===== config.mk =====
export PLATFORM = sky130hd
export DESIGN_NAME = mem_arbiter
export DESIGN_NICKNAME = d
export VERILOG_FILES = /design/src/rtl/mem_arbiter.sv
export SDC_FILE = /design/constraint.sdc
export NUM_CORES = 1
export LEC_CHECK = 0
export CAP_MARGIN = 30
export CELL_PAD_IN_SITES_DETAIL_PLACEMENT = 1
export CELL_PAD_IN_SITES_GLOBAL_PLACEMENT = 2
export CORE_ASPECT_RATIO = 0.5
export CORE_MARGIN = 4
export CORE_UTILIZATION = 25
export DETAILED_ROUTE_END_ITERATION = 16
export GPL_TIMING_DRIVEN = 0
export HOLD_SLACK_MARGIN = 0.02
export PLACE_DENSITY_LB_ADDON = 0.1
export SLEW_MARGIN = 15
export SYNTH_ARGS = -nofsm -noshare
export SYNTH_HDL_FRONTEND = slang
export SYNTH_SLANG_ARGS = --single-unit
export TNS_END_PERCENT = 10

===== constraint.sdc =====
create_clock -name clk -period 11.7 [get_ports clk]
set_clock_uncertainty 0.1 [all_clocks]
set_input_delay 3.51 -clock clk [delete_from_list [all_inputs] [get_ports clk]]
set_output_delay 3.51 -clock clk [all_outputs]
set_load 0.01 [all_outputs]

===== src/rtl/mem_arbiter.sv =====
// Two-master round-robin arbiter in front of a single byte-addressed memory.
// Each accepted request runs IDLE -> ACCESS -> RESP. Reads sample memory
// during ACCESS. Writes return the old contents. Misaligned or out-of-range
// accesses are flagged and never write memory.
module mem_arbiter #(
   parameter int unsigned ADDR_WIDTH = 32,
   parameter int unsigned DATA_WIDTH = 32,
   parameter int unsigned MEM_BYTES  = 256
) (
   input  logic                  clk,
   input  logic                  rst,
   input  logic                  m0_req_i,
   input  logic [1:0]            m0_we_i,
   input  logic [ADDR_WIDTH-1:0] m0_addr_i,
   input  logic [DATA_WIDTH-1:0] m0_wdata_i,
   output logic                  m0_gnt_o,
   output logic                  m0_rvalid_o,
   output logic [DATA_WIDTH-1:0] m0_rdata_o,
   output logic                  m0_err_o,
   input  logic                  m1_req_i,
   input  logic [1:0]            m1_we_i,
   input  logic [ADDR_WIDTH-1:0] m1_addr_i,
   input  logic [DATA_WIDTH-1:0] m1_wdata_i,
   output logic                  m1_gnt_o,
   output logic                  m1_rvalid_o,
   output logic [DATA_WIDTH-1:0] m1_rdata_o,
   output logic                  m1_err_o,
   output logic [1:0]            mem_we_o,
   output logic [ADDR_WIDTH-1:0] mem_addr_o,
   output logic [DATA_WIDTH-1:0] mem_wd_o,
   input  logic [DATA_WIDTH-1:0] mem_rd_i
);

   localparam int unsigned AW1 = ADDR_WIDTH + 1;

   typedef enum logic [1:0] {
      S_IDLE   = 2'd0,
      S_ACCESS = 2'd1,
      S_RESP   = 2'd2
   } state_e;

   state_e                state_q, state_d;
   logic                  last_q, last_d;
   logic                  owner_q, owner_d;
   logic [1:0]            we_q, we_d;
   logic [ADDR_WIDTH-1:0] addr_q, addr_d;
   logic [DATA_WIDTH-1:0] wdata_q, wdata_d;
   logic                  err_q, err_d;
   logic                  gnt0_q, gnt0_d, gnt1_q, gnt1_d;
   logic                  rvalid0_q, rvalid0_d, rvalid1_q, rvalid1_d;
   logic                  rerr0_q, rerr0_d, rerr1_q, rerr1_d;
   logic [DATA_WIDTH-1:0] rdata0_q, rdata0_d, rdata1_q, rdata1_d;

   logic                  sel;
   logic [1:0]            sel_we;
   logic [ADDR_WIDTH-1:0] sel_addr;
   logic [DATA_WIDTH-1:0] sel_wdata;
   logic [AW1-1:0]        sel_nbytes;
   logic [AW1-1:0]        sel_end;
   logic                  sel_err;

   // Pick the winner. On a tie, the master not served last wins. Then check alignment and bounds.
   always_comb begin
      sel        = 1'b0;
      sel_nbytes = AW1'(4);
      if (m0_req_i && m1_req_i) begin
         sel = ~last_q;
      end else begin
         sel = m1_req_i;
      end
      sel_we    = sel ? m1_we_i    : m0_we_i;
      sel_addr  = sel ? m1_addr_i  : m0_addr_i;
      sel_wdata = sel ? m1_wdata_i : m0_wdata_i;
      case (sel_we)
         2'b10:   sel_nbytes = AW1'(2);
         2'b11:   sel_nbytes = AW1'(1);
         default: sel_nbytes = AW1'(4);
      endcase
      // The extra top bit keeps addresses near the top of the space from wrapping back into range.
      sel_end = {1'b0, sel_addr} + sel_nbytes;
      sel_err = ((sel_we == 2'b01) && (sel_addr[1:0] != 2'b00))
              || ((sel_we == 2'b10) && sel_addr[0])
              || (sel_end > AW1'(MEM_BYTES));
   end

   // Next-state and registered response logic.
   always_comb begin
      state_d   = state_q;
      last_d    = last_q;
      owner_d   = owner_q;
      we_d      = we_q;
      addr_d    = addr_q;
      wdata_d   = wdata_q;
      err_d     = err_q;
      gnt0_d    = 1'b0;
      gnt1_d    = 1'b0;
      rvalid0_d = 1'b0;
      rvalid1_d = 1'b0;
      rerr0_d   = 1'b0;
      rerr1_d   = 1'b0;
      rdata0_d  = '0;
      rdata1_d  = '0;
      case (state_q)
         S_IDLE: begin
            if (m0_req_i || m1_req_i) begin
               state_d = S_ACCESS;
               owner_d = sel;
               last_d  = sel;
               we_d    = sel_we;
               addr_d  = sel_addr;
               wdata_d = sel_wdata;
               err_d   = sel_err;
               gnt0_d  = ~sel;
               gnt1_d  = sel;
            end
         end
         S_ACCESS: begin
            state_d   = S_RESP;
            rvalid0_d = ~owner_q;
            rvalid1_d = owner_q;
            rerr0_d   = ~owner_q & err_q;
            rerr1_d   = owner_q & err_q;
            if (!err_q) begin
               rdata0_d = owner_q ? '0 : mem_rd_i;
               rdata1_d = owner_q ? mem_rd_i : '0;
            end
         end
         S_RESP: begin
            state_d = S_IDLE;
         end
         default: begin
            state_d = S_IDLE;
         end
      endcase
   end

   // Memory port is driven only during ACCESS. Writes are blocked on error or reset.
   always_comb begin
      mem_we_o   = 2'b00;
      mem_addr_o = '0;
      mem_wd_o   = '0;
      if (state_q == S_ACCESS) begin
         mem_addr_o = addr_q;
         mem_wd_o   = wdata_q;
         if (!err_q && !rst) begin
            mem_we_o = we_q;
         end
      end
   end

   // State and output registers with synchronous reset.
   always_ff @(posedge clk) begin
      if (rst) begin
         state_q   <= S_IDLE;
         last_q    <= 1'b1;
         owner_q   <= 1'b0;
         we_q      <= 2'b00;
         addr_q    <= '0;
         wdata_q   <= '0;
         err_q     <= 1'b0;
         gnt0_q    <= 1'b0;
         gnt1_q    <= 1'b0;
         rvalid0_q <= 1'b0;
         rvalid1_q <= 1'b0;
         rerr0_q   <= 1'b0;
         rerr1_q   <= 1'b0;
         rdata0_q  <= '0;
         rdata1_q  <= '0;
      end else begin
         state_q   <= state_d;
         last_q    <= last_d;
         owner_q   <= owner_d;
         we_q      <= we_d;
         addr_q    <= addr_d;
         wdata_q   <= wdata_d;
         err_q     <= err_d;
         gnt0_q    <= gnt0_d;
         gnt1_q    <= gnt1_d;
         rvalid0_q <= rvalid0_d;
         rvalid1_q <= rvalid1_d;
         rerr0_q   <= rerr0_d;
         rerr1_q   <= rerr1_d;
         rdata0_q  <= rdata0_d;
         rdata1_q  <= rdata1_d;
      end
   end

   assign m0_gnt_o    = gnt0_q;
   assign m1_gnt_o    = gnt1_q;
   assign m0_rvalid_o = rvalid0_q;
   assign m1_rvalid_o = rvalid1_q;
   assign m0_err_o    = rerr0_q;
   assign m1_err_o    = rerr1_q;
   assign m0_rdata_o  = rdata0_q;
   assign m1_rdata_o  = rdata1_q;

endmodule


==> reports/metrics.yaml, run 1 <==
run_status:
  status: "complete, no violations"
logic_synthesis:
  ys_seq_area_share_pct: 42.1
  synth_edf_count: 0
  async_reset_ff_share_pct: 0
  synth-seq-cells: 141
  avgSynthCellArea_um2: 8.49
  netlist_area_um2: 6710
  yosysWarnings: 0
  synth-main-ff-cell: "dfxtp_1"
  synth_fp_nets: 961
  netlist_instances: 790
  synth_cell_types: 68
die:
  rows: 42
  coreArea_um2: 26400
  die_y_um: 124
  dieArea_um2: 29700
  start_util_pct: 25.4
  die_x_um: 240
  io_pins: 304
cells_and_area:
  multi_input_area_um2: 3640
  area_growth_syn_to_layout_pct: 60.8
  drive_above_1_share_pct: 5.60
  regArea_um2: 2820
  final_common_cell: "clkdlybuf4s50_1"
  fill_cells: 3072
  nNetsFinal: 1284
  final_area_um2: 10800
  final_cell_mix: "clkdlybuf4s50_1, dfxtp_1, and2_1"
  post-route-util_pct: 40.8
timing:
  period_share_pct: 76.4
  worst_pin_slew_ns: 0.743
  fmax_mhz: 112
  period_needed_ns: 8.93
  slew_violations: 0
  hold_slack_ns: 0.392
  hold_violations: 0
  rsz0062_at_grt: "false"
  fin_ws_ns: 2.77
  tns_ns: 0
  slew_headroom_pct: 50.0
  finalSetupViolCount: 0
clock_network:
  cts_hold_buf: 0
  clockRootBuffer: "clkbuf_16"
  cts_made_buffers: 17
  cts_tree: "yes"
  clock-sinks: 141
  insertion_delay_ns: 0.42
  path_clk_slew_ns: 0.06
  post_cts_buffers: 0
  ctsResizeCount: 0
  cts_max_level: 4
  cts_buffer_depth: 2
critical_path:
  crit_path_end_kind: "output pin"
  worst-endpoint-required_ns: 8.09
  start_kind: "input pin"
  cp_data_arrival_time_ns: 5.32
  crit_fanout: 10
  crit_type: "in -> out"
global_route:
  grt-ovfl-total: 0
  grt_max_degree: 17
  antenna_found_initial: 3
  grt_first_pass_wirelength_um: 43900
  track_usage_pct: 19.5
  grt_pass1_vias: 7253
power:
  power_leakage_uw: 0.00405
  peakVddDrop_v: 0.000102
  p_per_area_nw_per_um2: 127
route:
  avgRoutedWirePerCell_um: 20.0
  postRouteAntennaNets: 0
  dr_total_vias: 6974
  first_pass_iters: 4
  wl_um: 29600
  drtIter0Drc: 250
  via_per_inst: 4.72
  drcViolationCount: 0
placed_design:
  place_area_um2: 10200
  io_buffers: 303
  dp_hpwl_um: 23300
  dp_slack_ns: 2.77
  gp_congestion: 0.869
job:
  drv_cap: 0
worst_hold_path:
  holdCritPathClass: "reg -> reg"
-- routing by layer --
metal	GRT usage, %	up-vias	wire length (um)
li1	-	3404	-
met1	24.9	3387	13700
met2	33.6	150	14400
met3	4.73	29	1120
met4	4.82	4	416
met5	0	-	27
-- critical path, cell delays in order --
cell and delay (ns):
clkdlybuf4s50_1 0.48, clkbuf_1 0.31, nor4b_1 0.39, clkdlybuf4s50_1 0.63
-- Yosys cell counts, types with 2 or more instances --
cell,number,area share [%]
nor3_1,17,1.3
ha_1,3,0.56
buf_1,3,0.17
buf_6,3,0.50
inv_1,3,0.17
xnor2_1,5,0.65
clkbuf_1,41,2.3
mux2_2,3,0.50
nor2_1,95,5.3
or4_1,3,0.34
a211oi_1,26,2.9
nor4_1,4,0.37
nor3_2,3,0.45
nand3_1,23,1.7
xor2_1,4,0.52
mux2i_1,27,4.0
nand2_1,105,5.9
nand4_1,10,0.93
nor4b_1,3,0.39
a22oi_1,2,0.22
a2111oi_0,2,0.26
o22ai_1,2,0.19
nor2b_1,7,0.65
a21oi_1,10,0.75
dfxtp_1,141,42
and3_1,5,0.47
a311oi_1,37,4.8
a21o_1,4,0.45
o2111ai_1,2,0.26
o21a_1,2,0.22
o21ai_1,3,0.22
buf_2,5,0.37
o21ai_0,11,0.82
nand2b_1,3,0.28
and4_1,3,0.39
and2_1,131,12
a31oi_1,6,0.56
o211ai_1,3,0.34
-- state kept, by name, summed over array words and instances, names as in the netlist, 2 cells and up --
signal	count
addr_q	32
m0_rdata_o	32
m1_rdata_o	32
state_q	2
wdata_q	32
we_q	2
-- report_power, final --
group | switching (uW) | total, uW | internal [uW]
sequential | 15.9 | 529 | 513
clock | 233 | 556 | 323
combinational | 151 | 287 | 136
-- logic make-up (layout without fill, tap and decap cells) --
kind of cell / count (synthesis) / in the layout / share of synthesized area (%)
AOI/OAI and AO/OA: 128 / 128 / 15.4
xor gates and xnor gates: 9 / 9 / 1.17
adders and majority gates: 3 / 3 / 0.560
buffers and inverters: 56 / 391 / 3.73
DFF: 141 / 141 / 42.1
muxes: 32 / 32 / 5.04
other: 0 / 2 / 0
and+or+nand+nor: 421 / 421 / 32.0
-- per-stage QoR --
stage                     std cells  power (uW)
final                          1479        1370
after CTS                      1477        1390
after detailed placement       1446         829
after floorplan                 790         673
after global routing           1477        1440
after global placement         1445         824
-- final cells by class --
class | count | area share, %
Sequential cell | 141 | 26.2
Timing Repair Buffer | 304 | 28.2
Clock buffer | 18 | 4.07
Multi-Input combinational cell | 593 | 33.7
Antenna cell | 2 | 0.0464
Clock inverter | 13 | 1.43
Tap cell | 352 | 4.08
Buffer | 53 | 2.22
Inverter | 3 | 0.104
-- final timing paths --
path          startpoint           to  slack [ns]  depth (start not counted)
min reg2reg  wdata_q[19]  wdata_q[19]        0.39                          2
max                  rst  mem_we_o[0]        2.77                          4
min          wdata_q[19]  wdata_q[19]        0.39                          2
max reg2reg       last_q        err_q        6.76                         17
(Power assumes the default switching activity.)
==> inputs of run 2 (changes only) <==
--- a/config.mk
+++ b/config.mk
@@ -10,7 +10,7 @@
 export CELL_PAD_IN_SITES_GLOBAL_PLACEMENT = 2
 export CORE_ASPECT_RATIO = 0.5
 export CORE_MARGIN = 4
-export CORE_UTILIZATION = 25
+export CORE_UTILIZATION = 23
 export DETAILED_ROUTE_END_ITERATION = 16
 export GPL_TIMING_DRIVEN = 0
 export HOLD_SLACK_MARGIN = 0.02
==> constraint.sdc (replaced) <==
create_clock -name clk -period 8.6 [get_ports clk]
set_clock_uncertainty 0.1 [all_clocks]
set_input_delay 2.58 -clock clk [delete_from_list [all_inputs] [get_ports clk]]
set_output_delay 2.58 -clock clk [all_outputs]
set_load 0.01 [all_outputs]
==> reports/metrics.yaml, run 2 (same netlist as run 1, synthesis figures left out) <==
run_status:
  status: "complete, no violations"
route:
  dr_total_vias: 7035  # +0.87%
  drtIter0Drc: 272  # +8.8%
  postRouteAntennaNets: 0  # unchanged
  wl_um: 30200  # +2.0%
  avgRoutedWirePerCell_um: 20.0  # +0.12%
  drcViolationCount: 0  # unchanged
  via_per_inst: 4.67  # -1.0%
  first_pass_iters: 4  # unchanged
critical_path:
  crit_type: "in -> reg"
  worstReg2RegEnd: "err_q"
  reg2reg_depth: 17  # unchanged
  crit_fanout: 10  # unchanged
  worst-endpoint-required_ns: 8.83  # +0.74 ns
  cp_data_arrival_time_ns: 7.71  # +2.39 ns
  critPathLaunch: "m1_req_i"
  start_kind: "input pin"
  crit_path_end_kind: "register"
  r2r_setup_slack_ns: 3.51  # -3.25 ns
  reg2reg_from: "last_q"
die:
  die_y_um: 129  # +4.0%
  die_x_um: 250  # +4.1%
  rows: 43  # +2.4%
  start_util_pct: 23.8  # -1.6 points
  dieArea_um2: 32100  # +8.3%
  io_pins: 304  # unchanged
  coreArea_um2: 28200  # +6.7%
clock_network:
  cts_tree: "yes"
  insertion_delay_ns: 0.43  # about the same
  path_clk_slew_ns: 0.06  # about the same
  ctsResizeCount: 0  # unchanged
  cts_max_level: 4  # unchanged
  clockRootBuffer: "clkbuf_16"
  cts_hold_buf: 0  # unchanged
  clock-sinks: 141  # unchanged
  cts_buffer_depth: 2  # unchanged
  cts_made_buffers: 17  # unchanged
  post_cts_buffers: 0  # unchanged
power:
  peakVddDrop_v: 0.000148  # +44%
  p_per_area_nw_per_um2: 171  # +34%
  power_leakage_uw: 0.00404  # -0.21%
timing:
  slew_violations: 0  # unchanged
  hold_slack_ns: 0.392  # +0.000660 ns
  worst_pin_slew_ns: 0.767  # +0.0240 ns
  rsz0062_at_grt: "false"
  fmax_mhz: 134
  period_needed_ns: 7.48
  hold_violations: 0  # unchanged
  tns_ns: 0  # unchanged
  period_share_pct: 87.0
  slew_headroom_pct: 48.9  # -1.1 points
  finalSetupViolCount: 0  # unchanged
global_route:
  antenna_found_initial: 0  # -3
  use_met3_pct: 3.58  # -1.2 points
  grtUsageMet1_pct: 22.5  # -2.3 points
  grt_max_degree: 17  # unchanged
  grt_first_pass_wirelength_um: 45400  # +3.4%
  grt-ovfl-total: 0  # unchanged
  grt_pass1_vias: 7403  # +2.1%
  met2_usage_pct: 33.5  # -0.14 points
  track_usage_pct: 18.3  # -1.2 points
  grt-busiest-layer: "met2"
placed_design:
  dp_hpwl_um: 23500  # +1.1%
  gp_congestion: 0.799  # -8.1%
  io_buffers: 303  # unchanged
  place_area_um2: 10200  # +0.37%
  dp_cells: 1476  # +2.1%
worst_hold_path:
  hold_depth: 2  # unchanged
  hold_path.startpoint: "wdata_q[18]"
  holdCritPathClass: "reg -> reg"
  holdPathEnd: "wdata_q[18]"
cells_and_area:
  final_cells: 1507  # +1.9%
  post-route-util_pct: 38.3  # -2.5 points
  area_growth_syn_to_layout_pct: 60.9  # about the same
  final_common_cell: "clkdlybuf4s50_1"
  final_cell_mix: "clkdlybuf4s50_1, dfxtp_1, and2_1"
  nNetsFinal: 1284  # unchanged
  final_area_um2: 10800  # about the same
  n_antenna_cell: 0  # -2
  drive_above_1_share_pct: 5.60  # unchanged
job:
  drv_cap: 0  # unchanged
-- run 2: changes by cell type in the layout (fill, tap and decap cells not counted), sizes merged --
cell / previous run / this run
diode: 2 / 0
bufinv: 2 / 1
inv: 8 / 9
-- run 2: area by class of cell --
type	count	area, um2
repair buffers	304	3040
plain buffers	53	239
flip-flops and latches	141	2820
fillers	3268	17400
well taps	382	478
multi-input cells	593	3640
inverters	3	11.3
clock buffers	18	439
clock inverters	13	131
-- run 2: report_power, final --
group	switching, uW	internal (uW)
registers	20.3	698
logic	208	185
clock network	321	412
-- run 2: stage by stage --
| stage | setup WS, ns | power, uW |
|---|---|---|
| after floorplan | 2.55 | 915 |
| after global placement | 0.697 | 1120 |
| after detailed placement | 0.660 | 1130 |
| after CTS | 1.12 | 1870 |
| after global routing | 0.832 | 1940 |
| final | 1.12 | 1840 |
-- run 2: how the worst max path moves through the flow --
stage / to / cells after the start
global route: err_q / 18
global placement: err_q / 18
floorplan: err_q / 18
finish: err_q / 18
CTS: err_q / 18
detailed placement: err_q / 18
-- run 2: per-layer routing --
| layer | wire, um | share of wire [%] |
|---|---|---|
| met4 | 313 | 1.0 |
| met2 | 15400 | 51 |
| met5 | 0 | 0 |
| met1 | 13400 | 44 |
| met3 | 1140 | 3.8 |
-- run 2: critical path, stage by stage --
cell	delay, ns
clkdlybuf4s50_1	0.54
a21boi_4	0.41
buf_6	0.24
buf_2	0.36
buf_2	0.44
clkbuf_1	0.49
nand2_1	0.12
nand2_1	0.17
ha_1	0.32
and2_1	0.19
a41o_1	0.26
nor3_1	0.39
and4bb_1	0.28
xor2_1	0.17
nand4_1	0.13
nor4_2	0.28
nand4_1	0.14
o21a_1	0.18
==> inputs of run 3 (changes only) <==
--- a/config.mk
+++ b/config.mk
@@ -12,8 +12,8 @@
 export CORE_MARGIN = 4
 export CORE_UTILIZATION = 23
 export DETAILED_ROUTE_END_ITERATION = 16
+export GPL_ROUTABILITY_DRIVEN = 0
 export GPL_TIMING_DRIVEN = 0
-export HOLD_SLACK_MARGIN = 0.02
 export PLACE_DENSITY_LB_ADDON = 0.1
 export SLEW_MARGIN = 15
 export SYNTH_ARGS = -nofsm -noshare
==> results of run 3 <==
Same layout as run 2: the final DEF is identical, and so are final timing and power.
